==> config.mk <==
export PLATFORM = sky130hd
export DESIGN_NAME = kf8237_page_address_latch_flat
export DESIGN_NICKNAME = d
export VERILOG_FILES = /design/src/rtl/kf8237_page_pkg.sv /design/src/rtl/kf8237_page_address_latch_if.sv /design/src/rtl/kf8237_page_register_file.sv /design/src/rtl/kf8237_page_address_latch.sv /design/src/flat_wrapper.sv
export SDC_FILE = /design/constraint.sdc
export NUM_CORES = 1
export LEC_CHECK = 0
export CORE_UTILIZATION = 40
export CTS_CLUSTER_SIZE = 20
export DETAILED_ROUTE_END_ITERATION = 7
export HOLD_SLACK_MARGIN = 0.05
export PLACE_DENSITY = 0.63
export SYNTH_ARGS = -nofsm -noshare
export SYNTH_HDL_FRONTEND = slang
export SYNTH_HIERARCHICAL = 1
export SYNTH_SLANG_ARGS = --single-unit
export TNS_END_PERCENT = 20
==> constraint.sdc <==
create_clock -name clock -period 2.1 [get_ports clock]
set_clock_uncertainty 0.1 [all_clocks]
set_input_delay 0.315 -clock clock [delete_from_list [all_inputs] [get_ports clock]]
set_output_delay 0.315 -clock clock [all_outputs]
set_load 0.02 [all_outputs]
==> src/rtl/kf8237_page_pkg.sv <==
// Shared constants and types for the KF8237 page address latch.
// Covers page-file geometry, default channel-to-entry mapping and session state.
package kf8237_page_pkg;

    localparam int unsigned PageDepth     = 16;
    localparam int unsigned PageAddrWidth = 4;
    localparam int unsigned NumChannels   = 4;

    localparam int unsigned Ch0IndexDefault = 7;
    localparam int unsigned Ch1IndexDefault = 3;
    localparam int unsigned Ch2IndexDefault = 1;
    localparam int unsigned Ch3IndexDefault = 2;

    // Status register layout: one sticky boundary flag per channel in the low nibble.
    localparam int unsigned StatusFlagLsb   = 0;
    localparam int unsigned StatusFlagWidth = NumChannels;

    typedef enum logic [0:0] {
        StIdle,
        StActive
    } session_state_e;

    function automatic logic is_one_hot(input logic [NumChannels-1:0] v);
        return (v != '0) && ((v & (v - 4'd1)) == '0);
    endfunction

    function automatic logic [1:0] channel_of(input logic [NumChannels-1:0] v);
        logic [1:0] ch;
        ch = 2'd0;
        for (int i = 0; i < NumChannels; i++) begin
            if (v[i]) ch = 2'(i);
        end
        return ch;
    endfunction

endpackage

==> src/rtl/kf8237_page_address_latch_if.sv <==
// CPU I/O port and DMA controller side-band signals of the page address latch.
interface kf8237_page_address_latch_if #(
    parameter int unsigned PAGE_WIDTH = 8
);
    logic                    chip_select_n;
    logic                    status_select_n;
    logic                    io_read_n;
    logic                    io_write_n;
    logic [3:0]              address_in;
    logic [7:0]              data_bus_in;
    logic [7:0]              data_bus_out;
    logic [7:0]              dma_data_bus;
    logic                    address_strobe;
    logic                    address_enable;
    logic [7:0]              dma_address_low;
    logic [3:0]              dma_acknowledge;
    logic [15+PAGE_WIDTH:0]  memory_address;
    logic                    memory_address_valid;
    logic [3:0]              boundary_flags;

    modport master (
        output chip_select_n, status_select_n, io_read_n, io_write_n, address_in, data_bus_in,
        output dma_data_bus, address_strobe, address_enable, dma_address_low, dma_acknowledge,
        input  data_bus_out, memory_address, memory_address_valid, boundary_flags
    );

    modport slave (
        input  chip_select_n, status_select_n, io_read_n, io_write_n, address_in, data_bus_in,
        input  dma_data_bus, address_strobe, address_enable, dma_address_low, dma_acknowledge,
        output data_bus_out, memory_address, memory_address_valid, boundary_flags
    );

endinterface

==> src/rtl/kf8237_page_register_file.sv <==
// 16-entry page register file: one CPU write port, one CPU read port and one
// channel lookup port used to snapshot the page at session start.
module kf8237_page_register_file
    import kf8237_page_pkg::*;
#(
    parameter int unsigned PAGE_WIDTH = 8
) (
    input  logic                     clock,
    input  logic                     reset_n,
    input  logic                     write_enable,
    input  logic [PageAddrWidth-1:0] write_index,
    input  logic [PAGE_WIDTH-1:0]    write_data,
    input  logic [PageAddrWidth-1:0] read_index,
    output logic [PAGE_WIDTH-1:0]    read_data,
    input  logic [PageAddrWidth-1:0] lookup_index,
    output logic [PAGE_WIDTH-1:0]    lookup_data
);

    logic [PAGE_WIDTH-1:0] page_q [PageDepth];

    always_ff @(posedge clock) begin
        if (!reset_n) begin
            for (int i = 0; i < PageDepth; i++) begin
                page_q[i] <= '0;
            end
        end else if (write_enable) begin
            page_q[write_index] <= write_data;
        end
    end

    assign read_data   = page_q[read_index];
    assign lookup_data = page_q[lookup_index];

endmodule

==> src/rtl/kf8237_page_address_latch.sv <==
// Builds the 24-bit DMA memory address: latches A15:A8 off the controller data bus,
// prepends the channel page and tracks 64 KiB boundary crossings per channel.
module kf8237_page_address_latch
    import kf8237_page_pkg::*;
#(
    parameter int unsigned PAGE_WIDTH = 8,
    parameter int unsigned CH0_INDEX  = Ch0IndexDefault,
    parameter int unsigned CH1_INDEX  = Ch1IndexDefault,
    parameter int unsigned CH2_INDEX  = Ch2IndexDefault,
    parameter int unsigned CH3_INDEX  = Ch3IndexDefault,
    parameter bit          PAGE_CARRY = 1'b0
) (
    input logic                        clock,
    input logic                        reset_n,
    kf8237_page_address_latch_if.slave bus
);

    localparam int unsigned AddrWidth = 16 + PAGE_WIDTH;
    localparam logic [PAGE_WIDTH-1:0] PageOne = PAGE_WIDTH'(1);

    logic                        io_write_n_q;
    logic                        address_strobe_q;
    logic [NumChannels-1:0]      dack_q;
    session_state_e              state_q, state_d;
    logic [1:0]                  active_channel_q, active_channel_d;
    logic [PAGE_WIDTH-1:0]       active_page_q, active_page_d;
    logic [7:0]                  high_addr_q, high_addr_d;
    logic [7:0]                  prev_high_q, prev_high_d;
    logic                        prev_valid_q, prev_valid_d;
    logic [StatusFlagWidth-1:0]  flags_q, flags_d;
    logic [AddrWidth-1:0]        memory_address_q, memory_address_d;
    logic                        valid_q, valid_d;

    logic                        write_end;
    logic                        dack_one_hot;
    logic [1:0]                  dack_channel;
    logic                        session_start;
    logic                        strobe_fall;
    logic                        wrap_up;
    logic                        wrap_down;
    logic [PageAddrWidth-1:0]    lookup_index;
    logic [PAGE_WIDTH-1:0]       lookup_data;
    logic [PAGE_WIDTH-1:0]       page_read_data;
    logic [7:0]                  data_bus_out;

    // CPU writes commit at the trailing edge of io_write_n.
    assign write_end    = ~io_write_n_q & bus.io_write_n;
    assign dack_one_hot = is_one_hot(bus.dma_acknowledge);
    assign dack_channel = channel_of(bus.dma_acknowledge);
    assign strobe_fall  = address_strobe_q & ~bus.address_strobe & (state_q == StActive);
    assign wrap_up      = (prev_high_q == 8'hFF) && (high_addr_q == 8'h00);
    assign wrap_down    = (prev_high_q == 8'h00) && (high_addr_q == 8'hFF);

    always_comb begin
        lookup_index = PageAddrWidth'(CH0_INDEX);
        unique case (dack_channel)
            2'd0:    lookup_index = PageAddrWidth'(CH0_INDEX);
            2'd1:    lookup_index = PageAddrWidth'(CH1_INDEX);
            2'd2:    lookup_index = PageAddrWidth'(CH2_INDEX);
            2'd3:    lookup_index = PageAddrWidth'(CH3_INDEX);
            default: lookup_index = PageAddrWidth'(CH0_INDEX);
        endcase
    end

    kf8237_page_register_file #(
        .PAGE_WIDTH (PAGE_WIDTH)
    ) u_page_file (
        .clock        (clock),
        .reset_n      (reset_n),
        .write_enable (write_end & ~bus.chip_select_n),
        .write_index  (bus.address_in),
        .write_data   (bus.data_bus_in[PAGE_WIDTH-1:0]),
        .read_index   (bus.address_in),
        .read_data    (page_read_data),
        .lookup_index (lookup_index),
        .lookup_data  (lookup_data)
    );

    // Session FSM: a session opens only when DACK leaves all-zero straight to one-hot.
    always_comb begin
        state_d       = state_q;
        session_start = 1'b0;
        unique case (state_q)
            StIdle: begin
                if ((dack_q == '0) && dack_one_hot) begin
                    state_d       = StActive;
                    session_start = 1'b1;
                end
            end
            StActive: begin
                if (bus.dma_acknowledge == '0) state_d = StIdle;
            end
            default: state_d = StIdle;
        endcase
    end

    always_comb begin
        high_addr_d      = bus.address_strobe ? bus.dma_data_bus : high_addr_q;
        active_channel_d = active_channel_q;
        active_page_d    = active_page_q;
        prev_high_d      = prev_high_q;
        prev_valid_d     = prev_valid_q;
        flags_d          = flags_q;

        if (write_end && !bus.status_select_n) begin
            flags_d = flags_q & ~bus.data_bus_in[StatusFlagLsb +: StatusFlagWidth];
        end

        if (session_start) begin
            active_channel_d = dack_channel;
            active_page_d    = lookup_data;
            prev_valid_d     = 1'b0;
        end else if (strobe_fall) begin
            // Set is applied after the clear so a simultaneous set wins.
            if (prev_valid_q && (wrap_up || wrap_down)) begin
                flags_d[active_channel_q] = 1'b1;
                if (PAGE_CARRY) begin
                    active_page_d = wrap_up ? active_page_q + PageOne
                                            : active_page_q - PageOne;
                end
            end
            prev_high_d  = high_addr_q;
            prev_valid_d = 1'b1;
        end

        memory_address_d = {active_page_q, high_addr_q, bus.dma_address_low};
        valid_d          = bus.address_enable & dack_one_hot;
    end

    always_ff @(posedge clock) begin
        if (!reset_n) begin
            io_write_n_q     <= 1'b1;
            address_strobe_q <= 1'b0;
            dack_q           <= '0;
            state_q          <= StIdle;
            active_channel_q <= 2'd0;
            active_page_q    <= '0;
            high_addr_q      <= 8'h00;
            prev_high_q      <= 8'h00;
            prev_valid_q     <= 1'b0;
            flags_q          <= '0;
            memory_address_q <= '0;
            valid_q          <= 1'b0;
        end else begin
            io_write_n_q     <= bus.io_write_n;
            address_strobe_q <= bus.address_strobe;
            dack_q           <= bus.dma_acknowledge;
            state_q          <= state_d;
            active_channel_q <= active_channel_d;
            active_page_q    <= active_page_d;
            high_addr_q      <= high_addr_d;
            prev_high_q      <= prev_high_d;
            prev_valid_q     <= prev_valid_d;
            flags_q          <= flags_d;
            memory_address_q <= memory_address_d;
            valid_q          <= valid_d;
        end
    end

    // Page file wins over the status register when both are selected.
    always_comb begin
        data_bus_out = 8'h00;
        if (!bus.chip_select_n && !bus.io_read_n) begin
            data_bus_out[PAGE_WIDTH-1:0] = page_read_data;
        end else if (!bus.status_select_n && !bus.io_read_n) begin
            data_bus_out[StatusFlagLsb +: StatusFlagWidth] = flags_q;
        end
    end

    assign bus.data_bus_out         = data_bus_out;
    assign bus.memory_address       = memory_address_q;
    assign bus.memory_address_valid = valid_q;
    assign bus.boundary_flags       = flags_q;

endmodule

==> src/flat_wrapper.sv <==
// flat-port wrapper written by rule: the top's interface ports become plain ports
module kf8237_page_address_latch_flat import kf8237_page_pkg::*;
#(
    parameter int unsigned PAGE_WIDTH = 8,
    parameter int unsigned CH0_INDEX  = Ch0IndexDefault,
    parameter int unsigned CH1_INDEX  = Ch1IndexDefault,
    parameter int unsigned CH2_INDEX  = Ch2IndexDefault,
    parameter int unsigned CH3_INDEX  = Ch3IndexDefault,
    parameter bit          PAGE_CARRY = 1'b0
)
  (clock, reset_n, bus_chip_select_n, bus_status_select_n, bus_io_read_n, bus_io_write_n, bus_address_in, bus_data_bus_in, bus_dma_data_bus, bus_address_strobe, bus_address_enable, bus_dma_address_low, bus_dma_acknowledge, bus_data_bus_out, bus_memory_address, bus_memory_address_valid, bus_boundary_flags);
  kf8237_page_address_latch_if #(.PAGE_WIDTH(PAGE_WIDTH)) bus_i ();
  input logic clock;
  input logic reset_n;
  input wire logic [$bits(bus_i.chip_select_n)-1:0] bus_chip_select_n;
  input wire logic [$bits(bus_i.status_select_n)-1:0] bus_status_select_n;
  input wire logic [$bits(bus_i.io_read_n)-1:0] bus_io_read_n;
  input wire logic [$bits(bus_i.io_write_n)-1:0] bus_io_write_n;
  input wire logic [$bits(bus_i.address_in)-1:0] bus_address_in;
  input wire logic [$bits(bus_i.data_bus_in)-1:0] bus_data_bus_in;
  input wire logic [$bits(bus_i.dma_data_bus)-1:0] bus_dma_data_bus;
  input wire logic [$bits(bus_i.address_strobe)-1:0] bus_address_strobe;
  input wire logic [$bits(bus_i.address_enable)-1:0] bus_address_enable;
  input wire logic [$bits(bus_i.dma_address_low)-1:0] bus_dma_address_low;
  input wire logic [$bits(bus_i.dma_acknowledge)-1:0] bus_dma_acknowledge;
  output wire logic [$bits(bus_i.data_bus_out)-1:0] bus_data_bus_out;
  output wire logic [$bits(bus_i.memory_address)-1:0] bus_memory_address;
  output wire logic [$bits(bus_i.memory_address_valid)-1:0] bus_memory_address_valid;
  output wire logic [$bits(bus_i.boundary_flags)-1:0] bus_boundary_flags;
  assign bus_i.chip_select_n = bus_chip_select_n;
  assign bus_i.status_select_n = bus_status_select_n;
  assign bus_i.io_read_n = bus_io_read_n;
  assign bus_i.io_write_n = bus_io_write_n;
  assign bus_i.address_in = bus_address_in;
  assign bus_i.data_bus_in = bus_data_bus_in;
  assign bus_i.dma_data_bus = bus_dma_data_bus;
  assign bus_i.address_strobe = bus_address_strobe;
  assign bus_i.address_enable = bus_address_enable;
  assign bus_i.dma_address_low = bus_dma_address_low;
  assign bus_i.dma_acknowledge = bus_dma_acknowledge;
  assign bus_data_bus_out = bus_i.data_bus_out;
  assign bus_memory_address = bus_i.memory_address;
  assign bus_memory_address_valid = bus_i.memory_address_valid;
  assign bus_boundary_flags = bus_i.boundary_flags;
  kf8237_page_address_latch #(.PAGE_WIDTH(PAGE_WIDTH), .CH0_INDEX(CH0_INDEX), .CH1_INDEX(CH1_INDEX), .CH2_INDEX(CH2_INDEX), .CH3_INDEX(CH3_INDEX), .PAGE_CARRY(PAGE_CARRY)) u_core (.clock(clock), .reset_n(reset_n), .bus(bus_i));
endmodule
==> impl_metrics.yaml, run 1 <==
run_status:
  status: "finished with violations"
  violations: "negative setup slack"
route:
  ant_nets: 0
  vias: 6462
  drt-pass1-iter-count: 5
  drt_wl_total_um: 24800
  drt_iter0_markers: 756
  post_drt_via_cell_ratio: 5.67
  wl_per_cell_um: 21.8
  drc: 0
synthesis:
  ys_warn_count: 6
  synth-adder-area-share: 0
  synth.area.top_cells: "edfxtp_1, dfxtp_1, and2_1"
  syn_area_per_cell_um2: 13.5
  synth-seq-area-share: 0.551
  synth-compound-area-share: 0.0532
  synth_mux_area_frac: 0.186
  synth.most_common_cell: "and2_1"
  netlist_area_mm2: 0.00927
  ys_types: 44
  synth_top_area_frac: 0.415
  ys.flop_type: "edfxtp_1"
  synth_top_family_by_area: "multiplexers"
  synth_edf_count: 128
  ys_top_cells_by_count: "and2_1, edfxtp_1, dfxtp_1"
  synth_top_area_cell: "edfxtp_1"
  syn_inst: 688
  yosys.area_share.xor_xnor: 0.000945
  synth.ff_latch_count: 191
  synth-async-reset-ratio: 0
  yosys.area_share.simple: 0.178
sta:
  tightest_slew_ns: 0.689
  rsz0062_at_grt: "yes"
  period_share: 1.16
  drv_slew: 0
  fmax_ghz: 0.412
  hold_viol: 0
  worst_slack_ns: -0.329
  relSlewSlack: 0.539
  period_minus_slack_ns: 2.43
  setup_viol: 8
power_and_ir_drop:
  ir_drop_v: 0.000352
  p_leak_nw: 4.51
  powerDensity_mw_per_mm2: 711
  finalPower_mw: 8.23
place:
  dp.cells: 1103
  placed_area_mm2: 0.0109
  place_hpwl_um: 17700
  portBuffers: 76
  gp_congestion: 0.922
worst_setup_path:
  crit_type: "reg -> out"
  crit_chain: "mux4_2 > a22oi_2 > nand2_1 > nand2b_1 > a21oi_1 > buf_2"
  cp.required_ns: 1.68
  crit_path_start_kind: "register"
  arrival_ns: 2.01
  critPathMaxFanout: 2
  max_stage_delay_ns: 0.52
  endpoint_kind: "primary output"
  critPathSlowestCell: "mux4_2"
global_route:
  first_global_vias: 6298
  grt_pass1_wl_um: 38100
  antenna_found_initial: 0
  grt_overflow: 0
  grt_max_degree: 71
  track_usage: 0.216
cells_and_area:
  syn2layout_area_growth_pct: 24.8
  fin_nets: 881
  fin_area_mm2: 0.0116
  layout-drive-gt1-share: 0.246
  final_cell_count_no_fill: 1139
  final_core_util: 0.509
  diodes: 0
floorplan:
  core_area_mm2: 0.0227
  io_pins: 77
  row_count: 55
  die_area_mm2: 0.0238
  fp.dieH_um: 154
  die_x_um: 154
  start_util: 0.408
clocking:
  cts-root-buf: "clkbuf_16"
  cts_buffer_depth: 2
  worstSkewPairLatency_ns: 0.44
  cts_tree: "built"
  cts-buffers-inserted: 17
  h-tree-depth: 4
  cts_num_sinks: 191
  clk_pin_slew_worst_paths_ns: 0.07
flow_run:
  cap_violations: 0
min_path:
  hp-class: "in -> reg"
path summary, 6_finish.rpt:
check | startpoint | endpoint | slack, ns | depth (start not counted)
min | bus_address_enable | u_core/bus.memory_address_valid | 0.32 | 3
min reg2reg | u_core/active_page_q[2] | u_core/bus.memory_address[18] | 0.34 | 2
max | u_core/u_page_file/page_q[11][1] | bus_data_bus_out[1] | -0.33 | 6
max reg2reg | u_core/high_addr_q[1] | u_core/bus.boundary_flags[2] | 0.17 | 4
power breakdown:
group	internal, mW	switching (mW)	total, mW	leakage, nW
Sequential	4.10	0.0716	4.17	1.89
Combinational	0.428	0.433	0.862	2.33
Clock	1.61	1.59	3.20	0.291
Total	6.14	2.09	8.23	4.51
layout by cell type, fill, tap and decap left out, types with 5 or more instances in the layout:
cell / netlist / routed
a22oi_2: 0 / 12
mux4_2: 36 / 50
nor2b_1: 12 / 12
mux4_1: 27 / 13
buf_12: 0 / 8
inv_8: 0 / 5
mux2i_1: 18 / 18
clkdlybuf4s50_1: 0 / 65
dfxtp_1: 63 / 63
a21boi_0: 8 / 8
buf_4: 4 / 89
edfxtp_1: 128 / 128
a22oi_1: 32 / 20
nand2_1: 60 / 60
inv_1: 9 / 8
and2_1: 154 / 153
clkbuf_16: 0 / 17
nor2_1: 22 / 22
buf_2: 3 / 9
nand2b_1: 13 / 13
o21ai_0: 15 / 15
what timing repair did:
item                                    in CTS  in global routing
gates cloned                                 1                  0
resized for setup                           61                  3
endpoints found under the setup margin       8                  8
buffers inserted                             3                  0
hold buffers                                 0                  0
pin swaps                                   12                  1
sequential cells by signal, summed over array words and instances (netlist names), 2 cells and up:
name and count:
u_core/high_addr_q 8, u_core/active_channel_q 2, u_core/u_page_file/page_q 128, u_core/bus.boundary_flags 4, u_core/dack_q 4, u_core/active_page_q 8
u_core/bus.memory_address 24, u_core/prev_high_q 8
metrics by stage:
step                hold WS [ns]  TNS, ns  worst slack [ns]
floorplan                  0.304        0           0.00395
global placement           0.325   -47.73            -0.772
detailed placement         0.327   -50.47            -0.801
CTS                        0.294    -2.27            -0.312
global route               0.314    -2.68            -0.361
finish                     0.315    -2.24            -0.329
kinds of logic after synthesis:
family / after synthesis
compound gates: 71
xor+xnor: 1
buf+inv: 52
flops: 191
mux: 82
other cells: 1
simple gates: 290
worst max-delay path, delay by kind of cell, from the launching register on:
kind | cells | cell delay [ns]
buffers and inverters | 1 | 0.16
and+or+nand+nor | 2 | 0.21
DFF | 1 | 0.44
AOI/OAI and AO/OA | 2 | 0.26
muxes | 1 | 0.52
cell type report:
| type | count | area, µm² |
|---|---|---|
| fill | 1928 | 11100 |
| sequential | 191 | 5100 |
| multi-input combinational | 448 | 3910 |
| timing repair buffer | 174 | 1580 |
| clock buffer | 17 | 425 |
| tap | 285 | 357 |
| clock inverter | 15 | 161 |
| inverter | 9 | 33.8 |
routing by layer:
layer,wire [µm],vias up,global-route usage
li1,-,2858,-
met2,11400,357,0.337
met3,2230,39,0.0347
met1,10800,3208,0.312
met4,388,0,0.0619
met5,0,-,0
No activity file was read; power rests on OpenSTA's default activity.
==> inputs of run 2 (changes only) <==
--- a/config.mk
+++ b/config.mk
@@ -9,6 +9,7 @@
 export CTS_CLUSTER_SIZE = 20
 export DETAILED_ROUTE_END_ITERATION = 7
 export HOLD_SLACK_MARGIN = 0.05
+export MAX_ROUTING_LAYER = met4
 export PLACE_DENSITY = 0.63
 export SYNTH_ARGS = -nofsm -noshare
 export SYNTH_HDL_FRONTEND = slang
==> run 2 against run 1 <==
Net effect: the flow still finishes with violations (negative setup slack); sequential power about the same; critical endpoint unchanged; largest power group unchanged; flip-flop and latch count unchanged; fmax up 0.12%.
==> impl_metrics.yaml, run 2 (synthesized netlist as in run 1, its figures left out) <==
floorplan:
  core_area_mm2: 0.0227
  row_count: 55
  io_pins: 77
  start_util: 0.408
  die_x_um: 154
  fp.dieH_um: 154
  die_area_mm2: 0.0238
cells_and_area:
  final_core_util: 0.509
  syn2layout_area_growth_pct: 24.8
  seqCellArea_mm2: 0.00510
  final_common_cell: "and2_1"
  multiInputGateArea_mm2: 0.00391
  diodes: 0
  most-common-layout-cells: "and2_1, edfxtp_1, buf_4, clkdlybuf4s50_1, dfxtp_1"
  nFillCells: 1927
  largest-register: "u_core/u_page_file/page_q"
  largest_reg_flops: 128
  layout-drive-gt1-share: 0.247
  fin_nets: 881
power_and_ir_drop:
  powerDensity_mw_per_mm2: 712
  switching_power_mw: 2.10
  p_sw_frac: 0.255
  internal_power_mw: 6.14
  finalPower_mw: 8.23
  p_leak_nw: 4.51
  seq_power_share: 0.507
  ir_drop_v: 0.000351
  power_frac_comb: 0.105
  clkPwrFrac: 0.389
worst_setup_path:
  max_stage_delay_ns: 0.51
  arrival_ns: 2.01
  crit_buf_inv: 1
  critPathSlowestCell: "mux4_2"
  cp_top_family: "multiplexers"
  critPathMaxFanout: 2
  crit_type: "reg -> out"
  cp.required_ns: 1.68
  crit_chain: "mux4_2 > a22oi_2 > nand2_1 > nand2b_1 > a21oi_1 > buf_2"
  endpoint_kind: "primary output"
  crit_path_start_kind: "register"
sta:
  rsz0062_at_grt: "yes"
  period_minus_slack_ns: 2.43
  period_share: 1.16
  drv_slew: 0
  fmax_ghz: 0.412
  setup_viol: 8
  tightest_slew_ns: 0.684
  fin_hold_ws_ns: 0.314
  worst_slack_ns: -0.326
  hold_viol: 0
  setup_tns_ns: -2.23
  relSlewSlack: 0.543
route:
  drc: 0
  drt_wl_total_um: 24700
  drt-pass1-iter-count: 6
  ant_nets: 0
  vias: 6436
  wl_per_cell_um: 21.7
  post_drt_via_cell_ratio: 5.65
  drt_iter0_markers: 721
min_path:
  hp-class: "in -> reg"
clocking:
  cts_tree: "built"
  cts_num_sinks: 191
  h-tree-depth: 4
  clk_pin_slew_worst_paths_ns: 0.07
  cts-root-buf: "clkbuf_16"
  worstSkewPairLatency_ns: 0.44
  cts-buffers-inserted: 17
  cts_buffer_depth: 2
flow_run:
  cap_violations: 0
global_route:
  track_usage: 0.223
  grt_pass1_wl_um: 38100
  first_global_vias: 6316
  antenna_found_initial: 0
  grt_max_degree: 71
  grt_overflow: 0
run_status:
  status: "finished with violations"
  violations: "negative setup slack"
place:
  gp_congestion: 0.939
  portBuffers: 76
  place_hpwl_um: 17700
-- run 2: through the flow --
stage	area, µm²	cells	worst slack (ns)
global route	11600	1139	-0.363
CTS	11600	1139	-0.312
global placement	10900	1103	-0.772
floorplan	9280	691	0.00395
detailed placement	10900	1103	-0.801
finish	11600	1139	-0.326
-- run 2: cell type report --
class | instances | share of cell area
Timing Repair Buffer | 174 | 0.136
Tap cell | 285 | 0.0308
Clock buffer | 17 | 0.0368
Multi-Input combinational cell | 448 | 0.338
Inverter | 9 | 0.00292
Sequential cell | 191 | 0.441
Clock inverter | 15 | 0.0140
-- run 2: power groups by stage --
stage	Sequential [mW]	Clock [mW]	Combinational, mW
floorplan	4.24	0	0.427
detailed placement	4.25	0	0.822
CTS	4.17	3.25	0.852
global placement	4.25	0	0.805
global route	4.18	3.39	0.918
finish	4.17	3.20	0.863
-- run 2: path summary, 6_finish.rpt --
| check | from | end | slack [ns] | depth (start not counted) |
|---|---|---|---|---|
| worst max-delay path | u_core/u_page_file/page_q[11][1] | bus_data_bus_out[1] | -0.33 | 6 |
| worst min register to register | u_core/active_page_q[2] | u_core/bus.memory_address[18] | 0.34 | 2 |
| worst max register to register | u_core/high_addr_q[1] | u_core/bus.boundary_flags[2] | 0.17 | 4 |
| worst min-delay path | bus_address_enable | u_core/bus.memory_address_valid | 0.31 | 3 |
-- run 2: worst min-delay path, cell delays in order --
cell and delay (ns):
clkdlybuf4s50_1 0.40, nand2_1 0.06, nor2_1 0.03
-- run 2: timing repair --
action                                  in CTS  in global routing
pin swaps                                   12                  1
setup buffers                                3                  0
resized for setup                           61                  4
hold buffers                                 0                  0
gates cloned                                 1                  0
endpoints found under the setup margin       8                  9
-- run 2: routing by layer --
metal  wire (µm)  global-route usage  vias to the layer above
li1            -                   -                     2853
met3        2010              0.0389                       31
met4         351              0.0605                        0
met1       11000               0.311                     3215
met5           0                   -                        -
met2       11300               0.336                      337
